--- src/rtl/sysid_regfile.sv ---
// System-identification register file for an Avalon-MM slave port.
// Serves build ID, build timestamp, a capability word and board info words.
// Also holds a scratch register, a 64-bit cycle counter with a coherent
// high-word shadow, and a seconds uptime counter driven by a prescaler.
module sysid_regfile #(
    parameter logic [31:0] ID_VALUE    = 32'h5054_0001,
    parameter logic [31:0] TIMESTAMP   = 32'h0,
    parameter int unsigned ADDR_W      = 4,
    parameter int unsigned NUM_USER    = 4,
    parameter int unsigned CLK_HZ      = 50_000_000,
    parameter logic [31:0] SCRATCH_RST = 32'h0
) (
    input  logic                     clk,
    input  logic                     reset_n,
    input  logic                     chipselect,
    input  logic [ADDR_W-1:0]        address,
    input  logic                     read,
    input  logic                     write,
    input  logic [31:0]              writedata,
    input  logic [32*NUM_USER-1:0]   user_info,
    output logic [31:0]              readdata,
    output logic                     readdatavalid
);

    // Word addresses of the register map.
    localparam logic [31:0] A_ID      = 32'd0;
    localparam logic [31:0] A_TSTAMP  = 32'd1;
    localparam logic [31:0] A_CAPS    = 32'd2;
    localparam logic [31:0] A_SCRATCH = 32'd3;
    localparam logic [31:0] A_CYC_LO  = 32'd4;
    localparam logic [31:0] A_CYC_HI  = 32'd5;
    localparam logic [31:0] A_UPTIME  = 32'd6;
    localparam logic [31:0] A_CTRL    = 32'd7;
    localparam int unsigned A_USER0   = 8;

    localparam logic [31:0] CAPS_WORD = {8'(NUM_USER), 8'(ADDR_W), 16'h0002};

    // Prescaler sized to hold CLK_HZ-1; a 1 Hz clock degenerates to a 1-bit counter stuck at 0.
    localparam int unsigned        PRESC_W   = (CLK_HZ > 1) ? $clog2(CLK_HZ) : 1;
    localparam logic [PRESC_W-1:0] PRESC_MAX = PRESC_W'(CLK_HZ - 1);

    logic [31:0]        scratch_q, scratch_d;
    logic [63:0]        cyc_cnt_q, cyc_cnt_d;
    logic [31:0]        shadow_q, shadow_d;
    logic [PRESC_W-1:0] presc_q, presc_d;
    logic [31:0]        uptime_q, uptime_d;
    logic               freeze_q, freeze_d;
    logic [31:0]        readdata_q, readdata_d;
    logic               rvalid_q, rvalid_d;

    logic [31:0] addr_ext;
    logic        wr_en;
    logic        rd_en;
    logic        clear;
    logic [31:0] rd_mux;

    assign addr_ext = 32'(address);
    assign wr_en    = chipselect & write;
    // A simultaneous write wins; no read is issued that cycle.
    assign rd_en    = chipselect & read & ~write;
    assign clear    = wr_en && (addr_ext == A_CTRL) && writedata[0];

    // Read multiplexer: current register contents selected by the word address.
    always_comb begin
        // NOTE: every combinational output gets a default first so no path leaves it unassigned (no latch).
        rd_mux = 32'h0;
        case (addr_ext)
            A_ID:      rd_mux = ID_VALUE;
            A_TSTAMP:  rd_mux = TIMESTAMP;
            A_CAPS:    rd_mux = CAPS_WORD;
            A_SCRATCH: rd_mux = scratch_q;
            A_CYC_LO:  rd_mux = cyc_cnt_q[31:0];
            A_CYC_HI:  rd_mux = shadow_q;
            A_UPTIME:  rd_mux = uptime_q;
            A_CTRL:    rd_mux = {30'h0, freeze_q, 1'b0};
            default: begin
                for (int k = 0; k < int'(NUM_USER); k++) begin
                    if (addr_ext == 32'(A_USER0 + k)) begin
                        rd_mux = user_info[32*k +: 32];
                    end
                end
            end
        endcase
    end

    // Next-state logic for registers, counters and the read response.
    always_comb begin
        scratch_d  = scratch_q;
        freeze_d   = freeze_q;
        cyc_cnt_d  = cyc_cnt_q;
        presc_d    = presc_q;
        uptime_d   = uptime_q;
        shadow_d   = shadow_q;
        readdata_d = readdata_q;
        rvalid_d   = rd_en;

        if (wr_en && (addr_ext == A_SCRATCH)) begin
            scratch_d = writedata;
        end
        if (wr_en && (addr_ext == A_CTRL)) begin
            freeze_d = writedata[1];
        end

        // Counting is gated by the registered freeze bit.
        if (!freeze_q) begin
            cyc_cnt_d = cyc_cnt_q + 64'd1;
            if (presc_q == PRESC_MAX) begin
                presc_d  = '0;
                uptime_d = uptime_q + 32'd1;
            end else begin
                presc_d = presc_q + PRESC_W'(1);
            end
        end

        // Reading the low word snapshots the high word so a LO/HI pair is coherent.
        if (rd_en && (addr_ext == A_CYC_LO)) begin
            shadow_d = cyc_cnt_q[63:32];
        end

        // Clear has priority over both increment and shadow capture.
        if (clear) begin
            cyc_cnt_d = '0;
            presc_d   = '0;
            uptime_d  = '0;
            shadow_d  = '0;
        end

        // readdata only changes when a read is issued, otherwise it holds.
        if (rd_en) begin
            readdata_d = rd_mux;
        end
    end

    // State registers with asynchronous active-low reset.
    always_ff @(posedge clk or negedge reset_n) begin
        if (!reset_n) begin
            scratch_q  <= SCRATCH_RST;
            freeze_q   <= 1'b0;
            cyc_cnt_q  <= '0;
            presc_q    <= '0;
            uptime_q   <= '0;
            shadow_q   <= '0;
            readdata_q <= '0;
            rvalid_q   <= 1'b0;
        end else begin
            // NOTE: non-blocking assignments so every flop samples pre-edge values of the others.
            scratch_q  <= scratch_d;
            freeze_q   <= freeze_d;
            cyc_cnt_q  <= cyc_cnt_d;
            presc_q    <= presc_d;
            uptime_q   <= uptime_d;
            shadow_q   <= shadow_d;
            readdata_q <= readdata_d;
            rvalid_q   <= rvalid_d;
        end
    end

    assign readdata      = readdata_q;
    assign readdatavalid = rvalid_q;

endmodule

--- config.mk ---
export PLATFORM = sky130hd
export DESIGN_NAME = sysid_regfile
export DESIGN_NICKNAME = d
export VERILOG_FILES = /design/src/rtl/sysid_regfile.sv
export SDC_FILE = /design/constraint.sdc
export NUM_CORES = 1
export LEC_CHECK = 0
export ABC_AREA = 1
export CORE_UTILIZATION = 45
export CTS_CLUSTER_SIZE = 24
export DETAILED_ROUTE_END_ITERATION = 6
export GPL_ROUTABILITY_DRIVEN = 0
export PLACE_DENSITY = 0.68
export SLEW_MARGIN = 20
export SYNTH_ARGS = -nofsm -noshare
export SYNTH_HDL_FRONTEND = slang
export SYNTH_SLANG_ARGS = --single-unit
export TNS_END_PERCENT = 10
--- constraint.sdc ---
create_clock -name clk -period 3.7 [get_ports clk]
set_input_delay 0.925 -clock clk [delete_from_list [all_inputs] [get_ports clk]]
set_output_delay 0.925 -clock clk [all_outputs]
set_load 0.05 [all_outputs]
==> summary.md <==
| Metric | Value |
|---|---|
| Pwr/cell area | about 420 nW/µm² |
| Slew Viols, Final | 0 |
| Bufs and invs on worst path | 1 |
| Via/cell ratio | 5.594 |
| All-layer global routing usage | 0.3231 |
| # placed instances | 2499 |
| Final Routed Wirelength | 48990 µm |
| Switching share of power | 0.3073 |
| Metal2 WL | between 20000 and 25000 µm |
| Post-synthesis sequential area ratio | 0.4133 |
| Final WS setup | 0.8794 ns |
| Synth area leader | dfrtp_1 |
| Synth Net Count | roughly 2100 |
| Clk_lat worst skew | around 0.54 ns |
| Static Leak | around 0.0075 µW |
| Multi-input logic area | 6773 µm² |
| Post-CTS Setup Bufs | 0 |
| Syn Inst Count | around 2000 |
| Clock-pin slew on the worst setup and hold paths | 0.07 ns |
| Min-Delay Path Class | input port to async pin |
| Slew HR | 0.3738 |
| Register share of total power | 0.429 |
| Reg2Reg Capture Point | presc_q[15] |
| Post-synth top area share | 0.4133 |
| Primary FF master, synth | dfrtp_1 |
| Most frequent cells in the layout | nand2_1 (610), nor2_1 (269), dfrtp_1 (220) |
| Final setup TNS | 0 ns |
| Final Setup Violations | 0 |
| Die area | 30290 µm² |
| Number of synthesized flops with an enable pin | 0 |
| Ant. Diodes | 0 |
| Worst-Margin Slew | 0.9358 ns |
| DP HPWL | 37860 µm |
| Net Switching | 2126 µW |
| Met3 wire len | 3798 µm |
| Vias in the first global route | 13370 |
| Starting density of the core | 0.4603 |
| # DRC | 0 |
| Cts hold-fix bufs | 0 |
| Max_cap viols | 0 |
| FF-to-FF path depth | 10 |
| Rows | 62 |
| I/O Buffers | 201 |
| Reg2reg start | presc_q[0] |
| P_int | 4792 µW |
| Area contributors post-synth | dfrtp_1 (41%), nand2_1 (17%), nor2_1 (7.6%), nand3_1 (7.3%), inv_1 (5.1%) |
| Htree depth | 1 |
| Bufs on Longest Clock Path | 3 |
| Critical Path AT | 1.90 ns |
| Antenna Nets Post-Route | 0 |
| First-pass GRT wire length | 76510 µm |
| Final nets | 2315 |
| Antenna violations before repair | 0 |
| Wl on met1 | approximately 21000 µm |
| Die Span X | 174.0 µm |
| Ys async rst share | 1.000 |
| Top Family by Delay on Critical Path | buffers and inverters |
| Final Hold Viols | 0 |
| Clock buffer count from CTS | 26 |
| FF+latch area | 5505 µm² |
| Die Ht | 174.0 µm |
| Syn-to-layout area delta | 24.50% |
| Worst Setup Start Kind | flip-flop |
| Root buf cell | clkbuf_16 |
| Clock sinks | 220 |
| Avg Cell Area, Syn | 6.816 µm² |
| Pre-CTS setup slack | roughly 0.52 ns |
| Fillers | 2753 |
| Critical Path RT | between 2 and 3 ns |
| #FFs+latches synth | 220 |
| Gr ovfl total | 0 |
| Final Non-Filler Cells | 2542 |
| CTS tree | yes |
| Via count | 14220 |
| Pre-antenna DRT Iters | 6 |
| Top sig layer | met4 |
| Peak supply drop | about 0.00036 V |
| WL per Instance | 19.27 µm |
| Crit end category | output port |
| Most common cell after layout, fill and taps aside | nand2_1 |
| Crit Path Max Fanout | 2 |
| Post-synthesis instance area | 13320 µm² |
| DR iter-0 viols | 1525 |
| Max incr delay on CP | just over 0.9 ns |
| Clock power frac | 0.369 |
| Run status | completed |
| Tcrit/Tclk final | 0.7623 |
| Crit-path slowest cell | clkdlybuf4s50_1 |
| Worst-path cell chain | clkdlybuf4s50_1 |
| I/O Pins | about 200 |
| Logic pwr share | 0.202 |
| Clk_skew | between 0.02 and 0.025 ns |
| Largest net degree at the start of global routing | 91 |
| Reg-to-reg slack, setup | between 1.5 and 2 ns |
| Critical path type | flip-flop to output port |
| Max Freq | ~0.35 GHz |
| RSZ-0062 raised after global routing | false |
| Yosys cell types | 43 |
| Synthesis warning total | 0 |
| Layout cell share with drive strength beyond 1 | 0.05885 |
| CTS-repair resized insts | 0 |
| Core Area | 28940 µm² |
| Final Critical Period | 2.821 ns |
## how the worst max path moves through the flow
stage	start	to	slack [ns]	depth (start not counted)
2_1_floorplan	address[3]	presc_q[13]	1.56	10
6_report	readdata[18]	readdata[18]	0.88	1
3_5_place_dp	address[3]	shadow_q[21]	0.52	8
5_1_grt	address[3]	shadow_q[26]	0.81	8
4_1_cts	readdata[18]	readdata[18]	0.89	1
3_3_place_gp	address[3]	presc_q[15]	0.56	9
## layer usage
layer / vias to the layer above / global-route usage
met2: 596 / 0.5038
li1: 6706 / -
met1: 6802 / 0.4483
met5: - / 0
met3: 115 / 0.05862
met4: 0 / 0.1166
## layout make-up
cell class	instances	share of cell area
Inverter	190	0.04301
Clock buffer	37	0.04542
Multi-Input combinational cell	1476	0.4084
Timing Repair Buffer	229	0.1373
Sequential cell	220	0.3320
Tap cell	384	0.02897
Clock inverter	6	0.004829
## logic make-up after synthesis
kind of cell	share of synthesized area
and+or+nand+nor	0.3742
DFF	0.4133
AOI/OAI and AO/OA	0.09864
adders and majority gates	0.002819
xor gates and xnor gates	0.01118
buffers and inverters	0.07957
muxes	0.02029
## flip-flops by register name, summed over array words and instances (netlist names)
name,count
readdata,32
uptime_q,32
freeze_q,1
readdatavalid,1
presc_q,26
shadow_q,32
scratch_q,32
cyc_cnt_q,64
## power by group through the flow
stage / combinational [µW] / clock [µW] / sequential, µW
floorplan: 641 / 0 / 3090
global placement: 1370 / 0 / 2990
detailed placement: 1380 / 0 / 3000
CTS: 1390 / 2580 / 2960
global route: 1530 / 2680 / 3000
finish: 1400 / 2550 / 2970
## Yosys cell counts, drive strengths merged, types with 2 or more instances
cell type and count:
o31ai 2, nand4 35, o21ai 113, nand3b 3, nand2 618, buf 43, a21oi 86, clkbuf 25
and2 2, nor2 285, xnor2 8, a31oi 4, ha 3, inv 189, mux2 24, o211ai 5
nor4 2, nor3 40, xor2 9, o22ai 30, dfrtp 220, and3 4, nand3 195
## metrics by stage
stage,area (µm²),hold slack [ns],power (µW),util
CTS,16580,0.4403,6935,0.5731
finish,16580,0.4151,6917,0.5731
floorplan,13320,0.4533,3728,-
global placement,15750,0.4635,4353,0.5443
global route,16580,0.4645,7211,0.5731
detailed placement,15750,0.4688,4381,0.5443
Note: power is estimated with default switching activity, not from simulation.
